**src/rtl/qreg_pkg.sv**
```systemverilog
// qreg_pkg: opcode and FSM types shared by the qreg_bank slice.
// Opcode constants are also exported as plain localparams for benches.
package qreg_pkg;

  typedef enum logic [2:0] {
    OP_LOAD = 3'd0,
    OP_INC  = 3'd1,
    OP_DEC  = 3'd2,
    OP_AND  = 3'd3,
    OP_OR   = 3'd4,
    OP_XOR  = 3'd5,
    OP_ROTL = 3'd6,
    OP_CLR  = 3'd7
  } op_e;

  typedef enum logic {
    IDLE = 1'b0,
    ROT  = 1'b1
  } state_e;

  localparam logic [2:0] OPC_LOAD = 3'd0;
  localparam logic [2:0] OPC_INC  = 3'd1;
  localparam logic [2:0] OPC_DEC  = 3'd2;
  localparam logic [2:0] OPC_AND  = 3'd3;
  localparam logic [2:0] OPC_OR   = 3'd4;
  localparam logic [2:0] OPC_XOR  = 3'd5;
  localparam logic [2:0] OPC_ROTL = 3'd6;
  localparam logic [2:0] OPC_CLR  = 3'd7;

endpackage

```
**src/rtl/qreg_alu.sv**
```systemverilog
// qreg_alu: combinational single-cycle datapath for qreg_bank.
// Define QREG_SAT_EN to saturate INC/DEC instead of wrapping.
module qreg_alu
  import qreg_pkg::*;
#(
  parameter int N = 8
) (
  input  op_e          op,
  input  logic [N-1:0] a,
  input  logic [N-1:0] sw,
  output logic [N-1:0] y,
  output logic         carry
);

  always_comb begin
    y     = a;
    carry = 1'b0;
    unique case (op)
      OP_LOAD: y = sw;
      OP_INC: begin
        if (&a) begin
          carry = 1'b1;
`ifdef QREG_SAT_EN
          y = a;
`else
          y = '0;
`endif
        end else begin
          y = a + N'(1);
        end
      end
      OP_DEC: begin
        if (a == '0) begin
          carry = 1'b1;
`ifdef QREG_SAT_EN
          y = a;
`else
          y = '1;
`endif
        end else begin
          y = a - N'(1);
        end
      end
      OP_AND:  y = a & sw;
      OP_OR:   y = a | sw;
      OP_XOR:  y = a ^ sw;
      // nonzero rotates are sequenced by the bank
      OP_ROTL: y = a;
      OP_CLR:  y = '0;
    endcase
  end

endmodule

```
**src/rtl/qreg_bank.sv**
```systemverilog
// qreg_bank: DEPTH x N register bank with handshaked opcodes, multi-cycle ROTL.
// Define QREG_SAT_EN to saturate INC/DEC instead of wrapping.
module qreg_bank
  import qreg_pkg::*;
#(
  parameter int N = 8,
  parameter int DEPTH = 4,
  localparam int AW = $clog2(N),
  localparam int SW_SEL = $clog2(DEPTH)
) (
  input  logic              clk,
  input  logic              rst,
  input  logic              op_valid,
  output logic              op_ready,
  input  logic [2:0]        op,
  input  logic [SW_SEL-1:0] sel,
  input  logic [N-1:0]      SW,
  input  logic [SW_SEL-1:0] rd_sel,
  output logic [N-1:0]      Qout,
  output logic              done,
  output logic              zero,
  output logic              carry
);

  logic [N-1:0]      regs_q [DEPTH];
  logic [N-1:0]      regs_d [DEPTH];
  state_e            state_q, state_d;
  logic [SW_SEL-1:0] rsel_q, rsel_d;
  logic [AW-1:0]     cnt_q, cnt_d;
  logic              done_q, done_d;
  logic              zero_q, zero_d;
  logic              carry_q, carry_d;

  logic              accept;
  logic [AW-1:0]     amt;
  logic [N-1:0]      alu_y;
  logic              alu_c;
  logic [N-1:0]      rot_v;
  logic [N-1:0]      rot_y;

  assign op_ready = (state_q == IDLE);
  assign accept   = op_valid && op_ready;
  assign amt      = SW[AW-1:0];
  assign rot_v    = regs_q[rsel_q];
  assign rot_y    = {rot_v[N-2:0], rot_v[N-1]};

  assign Qout  = regs_q[rd_sel];
  assign done  = done_q;
  assign zero  = zero_q;
  assign carry = carry_q;

  qreg_alu #(.N(N)) u_alu (
    .op    (op_e'(op)),
    .a     (regs_q[sel]),
    .sw    (SW),
    .y     (alu_y),
    .carry (alu_c)
  );

  always_comb begin
    regs_d  = regs_q;
    state_d = state_q;
    rsel_d  = rsel_q;
    cnt_d   = cnt_q;
    done_d  = 1'b0;
    zero_d  = zero_q;
    carry_d = carry_q;
    unique case (state_q)
      IDLE: begin
        if (accept) begin
          if (op == OPC_ROTL && amt != '0) begin
            state_d = ROT;
            rsel_d  = sel;
            cnt_d   = amt;
          end else begin
            regs_d[sel] = alu_y;
            done_d      = 1'b1;
            zero_d      = (alu_y == '0);
            carry_d     = alu_c;
          end
        end
      end
      ROT: begin
        regs_d[rsel_q] = rot_y;
        cnt_d          = cnt_q - AW'(1);
        // flags settle only when the whole rotate has completed
        if (cnt_q == AW'(1)) begin
          state_d = IDLE;
          done_d  = 1'b1;
          zero_d  = (rot_y == '0);
          carry_d = 1'b0;
        end
      end
    endcase
  end

  always_ff @(posedge clk or negedge rst) begin
    if (!rst) begin
      regs_q  <= '{default: '0};
      state_q <= IDLE;
      rsel_q  <= '0;
      cnt_q   <= '0;
      done_q  <= 1'b0;
      zero_q  <= 1'b0;
      carry_q <= 1'b0;
    end else begin
      regs_q  <= regs_d;
      state_q <= state_d;
      rsel_q  <= rsel_d;
      cnt_q   <= cnt_d;
      done_q  <= done_d;
      zero_q  <= zero_d;
      carry_q <= carry_d;
    end
  end

endmodule

```
**config.mk**
```make
export PLATFORM = sky130hd
export DESIGN_NAME = qreg_bank
export DESIGN_NICKNAME = d
export VERILOG_FILES = /design/src/rtl/qreg_pkg.sv /design/src/rtl/qreg_alu.sv /design/src/rtl/qreg_bank.sv
export SDC_FILE = /design/constraint.sdc
export NUM_CORES = 1
export LEC_CHECK = 0
export CELL_PAD_IN_SITES_DETAIL_PLACEMENT = 0
export CELL_PAD_IN_SITES_GLOBAL_PLACEMENT = 1
export CORE_MARGIN = 4
export CORE_UTILIZATION = 40
export DETAILED_ROUTE_END_ITERATION = 6
export PLACE_DENSITY_LB_ADDON = 0.1
export SLEW_MARGIN = 40
export SYNTH_ARGS = -nofsm -noshare
export SYNTH_HDL_FRONTEND = slang
export SYNTH_SLANG_ARGS = --single-unit
```
**constraint.sdc**
```tcl
create_clock -name clk -period 2.9 [get_ports clk]
set_input_delay 0.58 -clock clk [delete_from_list [all_inputs] [get_ports clk]]
set_output_delay 0.58 -clock clk [all_outputs]
set_load 0.1 [all_outputs]
```
## Word-level counts from Yosys, hierarchy flattened

Index checks and enable logic that the tools add are counted.

- $lt $le $gt $ge: 5
- Muxes and demuxes: 43
- Eq/ne operators: 12
- $add $sub $neg: 3
- Reductions and logical operators: 14
- Bitwise gates (word level): 7

Operators by type and width:

| cell | number |
|---|---|
| 8-bit 2-to-1 mux | 10 |
| 32-bit bitwise mux | 2 |
| 32-bit 2-to-1 mux | 2 |
| 32-bit case mux with 2 select lines | 1 |
| 8-bit case mux with 8 select lines | 1 |
| 8-bit binary-select mux with 2-bit select | 3 |
| 8-bit demux with 2-bit select | 2 |
| 8-bit logical NOT | 3 |
| 1-bit 2-to-1 mux | 14 |
| 3-bit equality test, second input constant | 4 |
| 1-bit case mux with 2 select lines | 5 |
| 3-bit greater-or-equal comparator, second input constant | 3 |
| 2-bit NOT with 3-bit output | 3 |
| 8-bit by 1-bit adder with 8-bit output, second input constant | 1 |
| 8-bit bitwise AND | 1 |
| 8-bit bitwise OR | 1 |
| 8-bit AND reduction | 1 |
| 8-bit by 1-bit subtractor with 8-bit output, second input constant | 1 |
| 8-bit XOR | 1 |
| 3-bit by 1-bit equality test with 1-bit output, second input constant | 2 |
| 3-bit by 2-bit equality test with 1-bit output, second input constant | 2 |
| 3-bit by 1-bit < comparator with 1-bit output, second input constant | 2 |
| 3-bit 2-to-1 mux | 2 |
| 2-bit by 1-bit != test with 1-bit output, second input constant | 3 |
| other kinds (9) | 14 |

- Word-level logic and storage cells: 94
- Bits of input ports: 18
- Output and inout bits: 12
- Register bits: 41

## Depth between registers and ports, before layout

- Depth after elaboration: 11
- Mapped depth: 12
- Depth with buffers taken out: 11

## Hierarchy

Synthesis repeated with hierarchy kept, for this count alone.

- Cell total of the unflattened synthesis: 381
- Area total of the unflattened synthesis: 3802.4 sq um

By module, submodules not included:

| module | cells an instance | area an instance (sq um) | sequential area each (sq um) | instances |
|---|---|---|---|---|
| qreg_bank | 211 | 2623.8 | 1026.0 | 1 |
| qreg_alu | 170 | 1178.6 | 0.0 | 1 |

## Least setup slack after synthesis

OpenSTA, ideal clock, no wires.

- Path type: input port to flip-flop
- Start point: input port sel[0]
- End point: register zero_q, in the netlist zero
- Slack: -0.637 ns
- Data arrival time: 3.461 ns
- Stages on the path: 12
- Buffers on the path: 1
- Data required time: 2.824 ns
- Setup time: 0.076 ns
- Cells stage by stage: buf_4 mux4_2 inv_1 ha_1 nand2b_1 nor3_1 o22a_1 a21oi_1 o32a_1 or4_1 or4_1 o21ai_1

- Word-level cells in the longest chain between the ends: 11
- Elaborated cells between the ends (all ways): 18
- Classes of those cells: add/sub: 2; mux: 9; bitwise: 4; reduce/logical: 3

Ends and longest elaborated chain:

| element | RTL line | source |
|---|---|---|
| start: declaration | qreg_bank.sv:16 | `input logic [SW_SEL-1:0] sel,` |
| 2-bit NOT with 3-bit output (implied by the code) (*) | qreg_bank.sv:54 | `.a (regs_q[sel]),` |
| 8-bit binary-select mux with 2-bit select (*) | qreg_bank.sv:54 |  |
| 8-bit 2-to-1 mux (implied by the code) (*) (2 in a row) | qreg_bank.sv:54 |  |
| 8-bit by 1-bit subtractor with 8-bit output, or another cell as far along | qreg_alu.sv:41 | `y = a - N'(1);` |
| 8-bit 2-to-1 mux, on equally long branches | qreg_alu.sv:33, qreg_alu.sv:21 |  |
| 8-bit case mux with 8 select lines (*) | qreg_alu.sv:18 | `unique case (op)` |
| 8-bit logical NOT (*) | qreg_bank.sv:78 | `zero_d = (alu_y == '0);` |
| 1-bit 2-to-1 mux (*) | qreg_bank.sv:71 | `if (op == OPC_ROTL && amt != '0) begin` |
| 1-bit 2-to-1 mux (*) | qreg_bank.sv:70 | `if (accept) begin` |
| 1-bit case mux with 2 select lines (*) | qreg_bank.sv:68 | `unique case (state_q)` |
| end signal: assignment | qreg_bank.sv:112 | `zero_q <= zero_d;` |
| end: declaration | qreg_bank.sv:31 | `logic zero_q, zero_d;` |

Every way passes the cells marked *; elsewhere a longest branch is shown, timed or not. The select of a mux whose other input is x is not followed.
A chain may end at the register's enable or synchronous reset.

## Worst setup path in the final report

- Start point: input port sel[1]
- End point: register zero_q, in the netlist zero

The elaborated chain is that of the path after synthesis.

==> flow_metrics.tcl <==
set metrics [dict create \
    ys_seq_elements 41 \
    yosys.cell_types.count 52 \
    chipWidth_um 102 \
    worst_pin_slew_ns 0.538 \
    yosys_warnings 0 \
    dr_total_vias 3480 \
    antenna_found_initial 0 \
    crit_path_max_incr_delay_ns 0.47 \
    grt_pass1_wl_mm 19.1 \
    vias_per_cell 6.03 \
    overflow 0 \
    skew_ns 0.00699 \
    ys.flop_type "dfrtp_1" \
    avgRoutedWirePerCell_um 20.6 \
    io_pins 30 \
    dp_slack_ns -1.04 \
    path_clk_slew_ns 0.08 \
    clockBufferDepth 2 \
    failed_checks "negative setup slack" \
    fmax_mhz 329 \
    cts_tree "done" \
    finalNetCount 511 \
    vdd_drop_max_mv 0.402 \
    cts.sinks 41 \
    fin_util_pct 56.8 \
    status "finished, violations left" \
    crit_path_max_fanout 7 \
    layout-drive-gt1-share_pct 32.8 \
    cap_violations 0 \
    dp.final_hpwl_mm 9.19 \
    endpoint_kind "flop" \
    cpMostUsedCell "buf_4" \
    route.detailed.drc 0 \
    ant_nets 0 \
    grt_pass1_vias 3442 \
    routed_wl_mm 11.9 \
    rows 33 \
    start_util_pct 41.7 \
    fillers 785 \
    yosysSeqAreaShare_pct 29.3 \
    num_antenna_cells 0 \
    r2r-start "regs_q[1]$_DFFE_PN0P_" \
    synthCells 372 \
    hold_path_class "input pin to async pin" \
    grtUsageTotal_pct 23.8 \
    dpl-instance-area_um2 4610 \
    drt_iter0_drc 225 \
    avgSynthCellArea_um2 9.40 \
    rrSetupSlack_ns -0.13 \
    crit_start "sel[1]" \
    cp-start-kind "input pin" \
    synth_edf_count 0 \
    powerDensity_nw_per_um2 1000 \
    core_um2 8380 \
    final_area_um2 4760 \
    first_pass_iters 6 \
    slew_headroom_pct 64.1 \
    fin_total_pwr_mw 4.77 \
    setup_viol 1 \
    cts_made_buffers 5 \
    synth_area_um2 3500 \
    critPathKind "input pin to flop" \
    area_growth_syn_to_layout_pct 36.0 \
    leakage_nw 2.11 \
    routabilityCongestion 0.903 \
    clkLatencyLatePin_ns 0.30 \
    setup_slack_ns -0.139 \
    crit_path_end "zero$_DFFE_PN0P_" \
    rsz0062_at_grt "yes" \
    min_period_ns 3.04 \
    syn_nets 411 \
    ys_async_sr_fraction_pct 100 \
    required_ns 3.13 \
    clockRootBuffer "clkbuf_8" \
    arrival_ns 3.26 \
    cp_slowest_cell "or4_1" \
    htree_levels 2 \
    fp.dieH_um 102 \
    post-route-period-util_pct 105 \
    finalHoldViolations 0 \
    crit_chain "clkdlybuf4s15_2 -> buf_4 -> mux4_2 -> nor4_2 -> buf_4 -> nand4_1 -> a211oi_2 -> buf_4 -> o32a_1 -> or4_1 -> or4_1 -> o21ai_1" \
    die_area_um2 10300 \
    reg2reg_to "zero$_DFFE_PN0P_" \
    drv_slew 0 \
    reg2regPathDepth 11 \
    grt_max_degree 42 \
    postCtsHoldBufs 0 \
    port_buffers 29 \
]
==> cell usage in the layout (no fill, tap or decap), types with 3 or more instances in the layout <==
master	netlist	routed
o21ai_1	6	6
and2_1	11	11
xor2_1	3	3
xnor2_1	5	5
nand2_1	32	32
and4_1	9	9
a21oi_1	22	21
mux4_2	24	24
nor2_1	30	29
ha_1	21	20
a221o_1	20	20
a22oi_1	4	4
o211ai_1	3	3
buf_6	2	3
dfrtp_1	41	40
buf_12	0	11
a31oi_1	7	7
clkdlybuf4s50_1	0	14
or3_1	5	5
nand3_1	11	11
nor4_2	0	3
nand4_1	11	11
inv_1	22	20
nor2b_1	7	7
inv_2	1	3
clkbuf_8	0	6
nand2b_1	5	5
o21ai_0	5	5
nor3_1	4	3
buf_4	1	91
==> repair_timing <==
action	CTS	global route
cloned	0	0
pin swaps	0	4
gates resized for setup	10	12
endpoints found under the hold margin	0	0
endpoints found under the setup margin	34	28
buffers inserted	0	0
==> layer usage <==
| metal | part of all wire (%) | up-vias | global-route usage (%) |
|---|---|---|---|
| li1 | - | 1613 | - |
| met1 | 43 | 1697 | 32.4 |
| met2 | 49 | 147 | 39.8 |
| met3 | 6.2 | 23 | 3.10 |
| met4 | 1.9 | 0 | 6.75 |
| met5 | 0 | - | 0 |
==> worst min-delay path by stage <==
stage | to | slack (ns) | from
3_5_place_dp | cnt_q[0]$_DFFE_PN0P_ | 0.51 | cnt_q[0]$_DFFE_PN0P_
3_3_place_gp | cnt_q[0]$_DFFE_PN0P_ | 0.50 | cnt_q[0]$_DFFE_PN0P_
4_1_cts | regs_q[9]$_DFFE_PN0P_ | 0.29 | rst
5_1_grt | regs_q[3]$_DFFE_PN0P_ | 0.31 | rst
6_report | regs_q[11]$_DFFE_PN0P_ | 0.27 | rst
2_1_floorplan | carry$_DFFE_PN0P_ | 0.28 | rst
==> power by group <==
group | total (mW) | internal, mW | switching [mW]
registers | 1.09 | 0.816 | 0.270
clock network | 0.391 | 0.189 | 0.202
logic | 3.29 | 1.47 | 1.82
==> cell usage after synthesis (all sizes together), types with 3 or more instances <==
cell type | count | area, um^2
ha | 21 | 263
inv | 23 | 86.3
nor2b | 7 | 43.8
o211ai | 3 | 22.5
xnor2 | 5 | 43.8
nand4 | 11 | 68.8
or3 | 5 | 31.3
nor2 | 30 | 113
and2 | 11 | 68.8
a21oi | 22 | 110
nor4 | 4 | 25.0
and4 | 9 | 78.8
clkbuf | 23 | 86.3
a221o | 20 | 200
dfrtp | 41 | 1030
a31oi | 7 | 43.8
nor3 | 4 | 20.0
mux4 | 24 | 541
nand3 | 11 | 55.1
o21ai | 11 | 55.1
buf | 5 | 37.5
xor2 | 3 | 26.3
nand2 | 32 | 120
nand2b | 5 | 31.3
a22oi | 4 | 30.0
a221oi | 3 | 32.5
==> worst max-delay path, delay by kind of cell <==
family          cells  cell delay, ns
simple gates        4            1.09
buf+inv             4            0.68
compound gates      3            0.58
mux                 1            0.32
==> stage by stage <==
| stage | TNS, ns | hold WS [ns] | std cells |
|---|---|---|---|
| global placement | -24.96 | 0.504 | 570 |
| detailed placement | -25.52 | 0.511 | 570 |
| floorplan | -0.440 | 0.284 | 372 |
| CTS | -0.174 | 0.285 | 577 |
| finish | -0.139 | 0.267 | 577 |
| global route | -0.641 | 0.309 | 577 |
==> registers in the layout, summed over array words and instances, names as in the netlist <==
signal	flops
zero	1
cnt_q	3
carry	1
regs_q	32
state_q	1
done	1
rsel_q	2
==> kinds of logic (layout without fill, tap and decap cells) <==
group | Yosys count | in the layout | synth area share, %
AOI/OAI and AO/OA | 87 | 87 | 18.2
xor gates and xnor gates | 8 | 8 | 2.00
adders and majority gates | 21 | 21 | 7.51
buffers and inverters | 51 | 151 | 6.01
DFF | 41 | 41 | 29.3
muxes | 26 | 26 | 16.1
and+or+nand+nor | 138 | 138 | 20.9
==> area by class of cell <==
cell class                      count  area, um^2  share of cell area (%)
Clock buffer                        7        86.3                    1.81
Tap cell                          105         131                    2.76
Multi-Input combinational cell    280        2320                    48.8
Inverter                           23        86.3                    1.81
Sequential cell                    41        1030                    21.6
Timing Repair Buffer              121        1100                    23.2
Power figures use the tool's default switching activity.
